==> src/rtl/mem_write_buffer_if.sv <==
// Store request / write-port bundle between the MEM stage, the write buffer and the AXI write adapter.
// The slave view belongs to the buffer; the master view belongs to the surrounding pipeline/adapter.
interface mem_write_buffer_if;
    logic        push_valid;
    logic [31:0] push_addr;
    logic [31:0] push_data;
    logic [3:0]  push_select;
    logic        push_ready;
    logic        wb_we;
    logic [31:0] wb_address;
    logic [31:0] wb_data;
    logic [3:0]  wb_select;
    logic        wb_done;

    modport master (
        output push_valid, push_addr, push_data, push_select,
        input  push_ready,
        input  wb_we, wb_address, wb_data, wb_select,
        output wb_done
    );

    modport slave (
        input  push_valid, push_addr, push_data, push_select,
        output push_ready,
        output wb_we, wb_address, wb_data, wb_select,
        input  wb_done
    );
endinterface

==> src/rtl/mem_write_buffer.sv <==
// Store write buffer: small circular FIFO drained one entry at a time, with a one-cycle we-low gap.
// Optional macro WB_HAZARD_CHECK_EN enables the load/store address overlap check on query_addr.
module mem_write_buffer #(
    parameter int DEPTH = 4,
    parameter int PTR_W = 2
) (
    input  logic               clk,
    input  logic               reset,
    mem_write_buffer_if.slave  bus,
    output logic [PTR_W:0]     count,
    output logic               empty,
    input  logic [31:0]        query_addr,
    output logic               query_hit
);
    typedef enum logic [1:0] {IDLE, DRAIN, GAP} state_t;

    localparam logic [PTR_W:0] FULL_COUNT = (PTR_W + 1)'(DEPTH);

    logic [31:0] addr_mem [DEPTH];
    logic [31:0] data_mem [DEPTH];
    logic [3:0]  sel_mem  [DEPTH];

    logic [PTR_W-1:0] wr_ptr_reg;
    logic [PTR_W-1:0] rd_ptr_reg;
    logic [PTR_W:0]   count_reg;
    logic [PTR_W:0]   count_next;
    state_t           state_reg;
    state_t           state_next;
    logic             push_fire;
    logic             pop_fire;
    logic             drain_we;

    // Full is judged on the registered count, so a same-cycle pop never frees a slot early.
    assign push_fire = bus.push_valid && (count_reg != FULL_COUNT);
    assign pop_fire  = (state_reg == DRAIN) && bus.wb_done;

    always_ff @(posedge clk) begin
        if (push_fire) begin
            addr_mem[wr_ptr_reg] <= bus.push_addr;
            data_mem[wr_ptr_reg] <= bus.push_data;
            sel_mem[wr_ptr_reg]  <= bus.push_select;
        end
    end

    always_ff @(posedge clk) begin
        if (reset) begin
            wr_ptr_reg <= '0;
            rd_ptr_reg <= '0;
            count_reg  <= '0;
            state_reg  <= IDLE;
        end else begin
            if (push_fire) begin
                wr_ptr_reg <= wr_ptr_reg + PTR_W'(1);
            end
            if (pop_fire) begin
                rd_ptr_reg <= rd_ptr_reg + PTR_W'(1);
            end
            count_reg <= count_next;
            state_reg <= state_next;
        end
    end

    always_comb begin
        count_next = count_reg;
        case ({push_fire, pop_fire})
            2'b10:   count_next = count_reg + (PTR_W + 1)'(1);
            2'b01:   count_next = count_reg - (PTR_W + 1)'(1);
            default: count_next = count_reg;
        endcase
    end

    // GAP holds we low for one cycle so the adapter's per-transaction flags can clear.
    always_comb begin
        state_next = state_reg;
        drain_we   = 1'b0;
        case (state_reg)
            IDLE: begin
                if (count_reg != '0) begin
                    state_next = DRAIN;
                end
            end
            DRAIN: begin
                drain_we = 1'b1;
                if (bus.wb_done) begin
                    state_next = GAP;
                end
            end
            GAP: begin
                state_next = (count_reg != '0) ? DRAIN : IDLE;
            end
            default: state_next = IDLE;
        endcase
    end

    assign bus.wb_we      = drain_we;
    assign bus.wb_address = drain_we ? addr_mem[rd_ptr_reg] : 32'h0;
    assign bus.wb_data    = drain_we ? data_mem[rd_ptr_reg] : 32'h0;
    assign bus.wb_select  = drain_we ? sel_mem[rd_ptr_reg]  : 4'h0;
    assign bus.push_ready = (count_reg != FULL_COUNT);

    assign count = count_reg;
    assign empty = (count_reg == '0) && (state_reg == IDLE);

`ifdef WB_HAZARD_CHECK_EN
    logic [DEPTH-1:0] hit_vec;
    logic             unused_query_lsb;

    // An entry is occupied when its distance from the head is below the count.
    for (genvar gi = 0; gi < DEPTH; gi++) begin : g_hit
        logic [PTR_W-1:0] offset;
        assign offset      = PTR_W'(gi) - rd_ptr_reg;
        assign hit_vec[gi] = ({1'b0, offset} < count_reg) &&
                             (addr_mem[gi][31:2] == query_addr[31:2]);
    end

    assign query_hit        = |hit_vec;
    assign unused_query_lsb = ^query_addr[1:0];
`else
    logic unused_query;
    assign unused_query = ^query_addr;
    assign query_hit    = 1'b0;
`endif

endmodule
==> src/flat_wrapper.sv <==
// flat-port wrapper written by rule: the top's interface ports become plain ports
module mem_write_buffer_flat 
#(
    parameter int DEPTH = 4,
    parameter int PTR_W = 2
)
  (clk, reset, count, empty, query_addr, query_hit, bus_push_valid, bus_push_addr, bus_push_data, bus_push_select, bus_push_ready, bus_wb_we, bus_wb_address, bus_wb_data, bus_wb_select, bus_wb_done);
  mem_write_buffer_if bus_i ();
  input  logic clk;
  input  logic reset;
  output logic [PTR_W:0] count;
  output logic empty;
  input  logic [31:0] query_addr;
  output logic query_hit;
  input wire logic [$bits(bus_i.push_valid)-1:0] bus_push_valid;
  input wire logic [$bits(bus_i.push_addr)-1:0] bus_push_addr;
  input wire logic [$bits(bus_i.push_data)-1:0] bus_push_data;
  input wire logic [$bits(bus_i.push_select)-1:0] bus_push_select;
  output wire logic [$bits(bus_i.push_ready)-1:0] bus_push_ready;
  output wire logic [$bits(bus_i.wb_we)-1:0] bus_wb_we;
  output wire logic [$bits(bus_i.wb_address)-1:0] bus_wb_address;
  output wire logic [$bits(bus_i.wb_data)-1:0] bus_wb_data;
  output wire logic [$bits(bus_i.wb_select)-1:0] bus_wb_select;
  input wire logic [$bits(bus_i.wb_done)-1:0] bus_wb_done;
  assign bus_i.push_valid = bus_push_valid;
  assign bus_i.push_addr = bus_push_addr;
  assign bus_i.push_data = bus_push_data;
  assign bus_i.push_select = bus_push_select;
  assign bus_push_ready = bus_i.push_ready;
  assign bus_wb_we = bus_i.wb_we;
  assign bus_wb_address = bus_i.wb_address;
  assign bus_wb_data = bus_i.wb_data;
  assign bus_wb_select = bus_i.wb_select;
  assign bus_i.wb_done = bus_wb_done;
  mem_write_buffer #(.DEPTH(DEPTH), .PTR_W(PTR_W)) u_core (.clk(clk), .reset(reset), .bus(bus_i), .count(count), .empty(empty), .query_addr(query_addr), .query_hit(query_hit));
endmodule
==> config.mk <==
export PLATFORM = sky130hd
export DESIGN_NAME = mem_write_buffer_flat
export DESIGN_NICKNAME = d
export VERILOG_FILES = /design/src/rtl/mem_write_buffer_if.sv /design/src/rtl/mem_write_buffer.sv /design/src/flat_wrapper.sv
export SDC_FILE = /design/constraint.sdc
export NUM_CORES = 1
export LEC_CHECK = 0
export ABC_CLOCK_PERIOD_IN_PS = 3300
export BUFFER_PORTS_ARGS = -buffer_cell sky130_fd_sc_hd__buf_2
export CAP_MARGIN = 20
export CORE_MARGIN = 1.5
export CORE_UTILIZATION = 25
export DETAILED_ROUTE_END_ITERATION = 10
export GPL_ROUTABILITY_DRIVEN = 0
export PLACE_DENSITY_LB_ADDON = 0.3
export SKIP_CTS_REPAIR_TIMING = 1
export SYNTH_ARGS = -nofsm -noshare
export SYNTH_HDL_FRONTEND = slang
export SYNTH_SLANG_ARGS = --single-unit
==> constraint.sdc <==
create_clock -name clk -period 3.3 [get_ports clk]
set_clock_uncertainty 0.1 [all_clocks]
set_input_delay 0.66 -clock clk [delete_from_list [all_inputs] [get_ports clk]]
set_output_delay 0.66 -clock clk [all_outputs]
set_load 0.1 [all_outputs]
==> flow_summary.toml, run 1 <==
[routing]
drt_iter0_markers = 235
via_per_inst = 4.03
drt-total-wl_mm = 22.3
vias = 5127
drtPass1Iterations = 4
wl_per_cell_um = 17.6
ant_nets = 0
drc_errors = 0

[timing]
slew_headroom_pct = 64.9
setup-violations-final = 0
fin_crit_sh_pct = 92.1
fmax_ghz = 0.329
finalCriticalPeriod_ps = 3040
setup_ws_ps = 262
fin_tns_setup_ps = 0
grt_setup_unrepaired = "no"
holdWs_ps = 254
final_max_slew_viol_count = 0
hold_violations = 0
worst_pin_slew_ps = 530

[logic_synthesis]
syn_nets = 600
yosys_warnings = 0
synth_cell_type_count = 30
synthXorXnorAreaFrac_pct = 0.324
ys_seq_area_share_pct = 77.5
synth-compound-area-share_pct = 0.243
muxShareOfSynthArea_pct = 14.4
synth_top_family_by_area = "multiplexers"
synth_fa_ha_area_share_pct = 0.763
postSynthAreaPerCell_um2 = 22.1
synth-simple-area-share_pct = 5.04
postSynthCellCount = 490
syn_area_mm2 = 0.0108
ys_ff_latch = 283

[final_layout]
multi_input_area_mm2 = 0.00228
final_cell_area_mm2 = 0.0135
layout_common_cells = "edfxtp_1 (272), buf_2 (145), mux4_2 (68), and2_1 (68), clkbuf_16 (37)"
syn_to_final_growth_pct = 24.4
final_nets = 773
drive_gt1_share_pct = 41.4
reg_top3 = "u_core.addr_mem x128, u_core.data_mem x128, u_core.sel_mem x16"
nFillCells = 4181
register_area_mm2 = 0.00840
antenna_cells = 0
final_common_cell = "edfxtp_1"

[power]
switching_share_pct = 36.7
power.density_mw_per_mm2 = 854
ir_drop_mv = 0.564
power_frac_seq_pct = 37.4
power.internal_mw = 7.28
power_frac_comb_pct = 30.5
power_switching_mw = 4.22
clock_power_share_pct = 32.1
leakagePower_nw = 4.61

[global_routing]
grt_use_total_pct = 10.2
grt_start_max_net_pins = 42
grt_antenna_before_repair = 1
grt_pass1_wl_mm = 33.5
overflow = 0
grt_pass1_vias = 5662

[floorplanning]
core-area_mm2 = 0.0429
die-area_mm2 = 0.0446
rows = 76
io_pins = 179
initial_core_util_pct = 25.2
dieWidth_um = 211
die_h_um = 211

[place]
port_buffers = 145
dp_hpwl_mm = 12.6
placed_area_mm2 = 0.0124
pre_cts_slack_ps = 729

[clocking]
clk_latency_ps = 510
cts_made_buffers = 36
root_buffer = "clkbuf_16"
cts_sinks = 283
clock_path_buffers = 3
cts_tree = "yes"
cts_max_level = 2
cts.reportedPaths.clkPinSlew_ps = 60

[setup_path]
r2r_slack_ps = 1060
r2r-end = "u_core.count[2]"
worstPathArrival_ps = 2280
crit_type = "flip-flop to output pin"
endpoint = "bus_wb_data[22]"
endpoint_kind = "output pin"
rr_startpoint = "u_core.count[0]"
worstPathRequired_ps = 2540
startpoint_type = "flip-flop"
ff2ff_path_depth = 9
crit_fanout = 39

[outcome]
status = "completed"

[job]
maxCapViolCount = 0

[hold_path]
hp-class = "input pin to flip-flop"
per-stage QoR:
stage	power (mW)	instances	util [%]
2_1_floorplan	7.26	490	-
3_3_place_gp	7.95	1210	28.8
3_5_place_dp	7.96	1210	28.8
4_1_cts	11.7	1271	31.4
5_1_grt	12.0	1271	31.4
6_report	11.5	1271	31.4
critical path: stages, from the launching register on:
cell and delay, ps:
dfxtp_4 370, buf_12 280, mux4_2 580, and2_1 180
buf_2 290
kinds of logic after synthesis:
| kind of cell | Yosys count |
|---|---|
| AO/OA/AOI/OAI | 4 |
| XOR/XNOR | 4 |
| adder cells (fa/ha/maj) | 6 |
| buffers and inverters | 30 |
| flip-flops | 283 |
| multiplexers | 71 |
| other | 1 |
| AND/OR/NAND/NOR | 91 |
cells in the mapped netlist:
cell type  instances  area [um2]
a21boi_1           1        7.51
a21oi_1            1        5.00
a2bb2oi_1          1        8.76
and2_1            72         450
buf_12             3        60.1
buf_2              7        35.0
buf_4              1        7.51
buf_6              1        11.3
clkbuf_1          13        48.8
conb_1             1        3.75
dfxtp_1           11         220
edfxtp_1         272        8170
fa_1               1        20.0
ha_1               5        62.6
inv_1              5        18.8
mux2_2             1        11.3
mux2i_1            2        20.0
mux4_2            68        1530
nand2_1            1        3.75
nand2b_1           2        12.5
nand3b_1           1        7.51
nand4b_1           1        8.76
nor2_1            10        37.5
nor2b_1            1        6.26
nor3_1             1        5.00
nor3b_1            1        7.51
o21ai_0            1        5.00
or3_1              1        6.26
xnor2_1            1        8.76
xor2_1             3        26.3
power groups by stage:
stage | logic (mW) | registers, mW | clock network (mW)
2_1_floorplan | 2.82 | 4.45 | 0
3_3_place_gp | 3.58 | 4.37 | 0
3_5_place_dp | 3.58 | 4.38 | 0
4_1_cts | 3.58 | 4.30 | 3.82
5_1_grt | 3.68 | 4.32 | 3.96
6_report | 3.51 | 4.30 | 3.69
worst min-delay path by stage:
stage	startpoint	end	slack [ps]	cells past startpoint
after floorplan	u_core.wr_ptr_reg[1]	u_core.wr_ptr_reg[1]	380	2
after global placement	u_core.wr_ptr_reg[1]	u_core.wr_ptr_reg[1]	410	2
after detailed placement	u_core.wr_ptr_reg[1]	u_core.wr_ptr_reg[1]	410	2
after CTS	bus_push_select[3]	u_core.sel_mem[0][3]	210	1
after global routing	bus_push_data[10]	u_core.data_mem[2][10]	220	1
final	bus_push_select[3]	u_core.sel_mem[0][3]	250	1
cell type report:
class,instances,share of cell area (%)
Clock buffer,47,7.16
Clock inverter,14,1.11
Inverter,5,0.139
Multi-Input combinational cell,177,16.9
Sequential cell,283,62.4
Tap cell,585,5.44
Timing Repair Buffer,160,6.88
layer usage:
metal	vias to the layer above	track usage, %	share of wire, %
met5	-	0	0.058
met4	2	4.04	2.2
li1	2319	-	-
met2	131	17.0	50
met3	37	3.35	6.8
met1	2638	12.2	41
Power figures use the tool's default switching activity.
==> inputs of run 2 (changes only) <==
- CORE_UTILIZATION: 25 -> 50
- GPL_TIMING_DRIVEN: not set -> 0
==> run 2 against run 1 <==
Final area shrank 3.9%; via count grew 1.8%; die area shrank 49%; utilization grew 30 points; the flow now finishes with violations (setup timing); highest routed layer is now met4; wire length shrank 12%; critical endpoint is now bus_wb_address[0]; flip-flop and latch count is the same; total power shrank 5.5%.
==> flow_summary.toml, run 2 (synthesis gave the netlist of run 1 again) <==
[global_routing]
grt_pass1_wl_mm = 30.1
grt_use_total_pct = 17.9
overflow = 0
grt_pass1_vias = 5612
grt_start_max_net_pins = 39
grt_antenna_before_repair = 4

[timing]
fin_tns_setup_ps = -16.4
setup_ws_ps = -7.84
grt_setup_unrepaired = "yes"
fmax_ghz = 0.302
setup-violations-final = 3
hold_violations = 0
finalCriticalPeriod_ps = 3310
slew_headroom_pct = 55.0
holdWs_ps = 235
fin_crit_sh_pct = 100
final_max_slew_viol_count = 0
worst_pin_slew_ps = 675

[floorplanning]
die-area_mm2 = 0.0225
dieWidth_um = 150
io_pins = 179
core-area_mm2 = 0.0212
initial_core_util_pct = 51.2
rows = 53
die_h_um = 150

[hold_path]
min_to = "u_core.addr_mem[3][28]"
hp-class = "input pin to flip-flop"
whs_path_depth = 1
hold_path.startpoint = "bus_push_addr[28]"

[final_layout]
syn_to_final_growth_pct = 19.5
fin_cells = 969
layout_common_cells = "edfxtp_1 (272), buf_2 (148), mux4_2 (68), and2_1 (68), clkbuf_16 (28)"
nFillCells = 1493
drive_gt1_share_pct = 40.0
final_core_utilization_pct = 61.1
final_nets = 779
final_cell_area_mm2 = 0.0129
final_common_cell = "edfxtp_1"
reg_top3 = "u_core.addr_mem x128, u_core.data_mem x128, u_core.sel_mem x16"

[setup_path]
timing.critical_path.max_delay_family = "buffers and inverters"
r2r_slack_ps = 750
crit_type = "flip-flop to output pin"
startpoint_type = "flip-flop"
path_buf_inv = 3
rr_startpoint = "u_core.count[0]"
path_cells = "clkbuf_1, buf_1, mux4_2, and2_1, buf_2"
worstPathArrival_ps = 2550
ff2ff_path_depth = 8
r2r-end = "u_core.count[2]"
slowest_delay_ps = 560
crit_fanout = 10
endpoint_kind = "output pin"
cp_slowest_cell = "buf_1"
worstPathRequired_ps = 2540

[routing]
via_per_inst = 5.39
ant_nets = 0
wl_per_cell_um = 20.3
drt_iter0_markers = 360
drc_errors = 0
vias = 5219
drtPass1Iterations = 6
drt-total-wl_mm = 19.7

[power]
power.total_mw = 10.9
ir_drop_mv = 0.665
power.density_mw_per_mm2 = 840
leakagePower_nw = 4.54
power.internal_mw = 6.81
power_frac_comb_pct = 32.4
switching_share_pct = 37.3
clock_power_share_pct = 28.0
power_switching_mw = 4.05
power_frac_seq_pct = 39.6

[place]
placed_area_mm2 = 0.0120
dp_hpwl_mm = 12.4
numPlacedInstances = 914
pre_cts_slack_ps = 177
port_buffers = 145

[clocking]
cts_sinks = 283
clock_path_buffers = 3
cts_max_level = 1
clk_latency_ps = 530
root_buffer = "clkbuf_16"
cts.reportedPaths.clkPinSlew_ps = 60
cts_tree = "yes"
cts_made_buffers = 28

[job]
maxCapViolCount = 0

[outcome]
violations = "setup timing"
status = "finished with violations"
run 2: cell types whose count changed in the layout (fill, tap and decap cells not counted), sizes merged:
| cell | delta |
|---|---|
| buf | +1 |
| clkbuf | -2 |
| clkinv | +7 |
| clkinvlp | -2 |
| diode | +4 |
run 2: area by class of cell:
| class | count | area (um2) | share of cell area (%) |
|---|---|---|---|
| Clock inverter | 19 | 175 | 1.35 |
| Antenna cell | 4 | 10.0 | 0.0774 |
| Buffer | 25 | 171 | 1.33 |
| Inverter | 5 | 18.8 | 0.145 |
| Clock buffer | 32 | 716 | 5.53 |
| Tap cell | 275 | 344 | 2.66 |
| Multi-Input combinational cell | 177 | 2280 | 17.6 |
| Timing Repair Buffer | 149 | 831 | 6.42 |
| Sequential cell | 283 | 8390 | 64.9 |
run 2: power by group through the flow:
stage / logic, mW / clock network, mW / registers, mW
6_report: 3.52 / 3.04 / 4.30
5_1_grt: 3.69 / 3.25 / 4.32
4_1_cts: 3.56 / 3.10 / 4.30
3_5_place_dp: 3.55 / 0 / 4.38
3_3_place_gp: 3.49 / 0 / 4.37
2_1_floorplan: 2.82 / 0 / 4.45
run 2: worst max path at each step:
| stage | start | slack (ps) | depth (start not counted) | endpoint |
|---|---|---|---|---|
| floorplan | u_core.count[0] | 260 | 2 | empty |
| finish | flip-flop | -8 | 5 | bus_wb_address[0] |
| detailed placement | u_core.state_reg[0] | 180 | 4 | bus_wb_address[11] |
| global route | flip-flop | -150 | 5 | bus_wb_address[0] |
| global placement | bus_push_valid | 20 | 3 | u_core.data_mem[1][24] |
| CTS | u_core.state_reg[0] | -410 | 4 | bus_wb_address[11] |
run 2: routing by layer:
layer  up-vias  wire length (um)  global-route usage, %
met5         -                 0                      0
met4         0               350                   4.41
met3        25              1220                   4.18
met2       139             10000                   30.8
met1      2720              8110                   23.2
li1       2335                 -                      -
run 2: worst register-to-register path: cells and delay by family (launching register included):
kind,cells,cell delay (ps)
buffers and inverters,1,90
AND/OR/NAND/NOR,2,430
adder cells (fa/ha/maj),2,640
AO/OA/AOI/OAI,2,620
XOR/XNOR,1,160
flip-flops,1,440
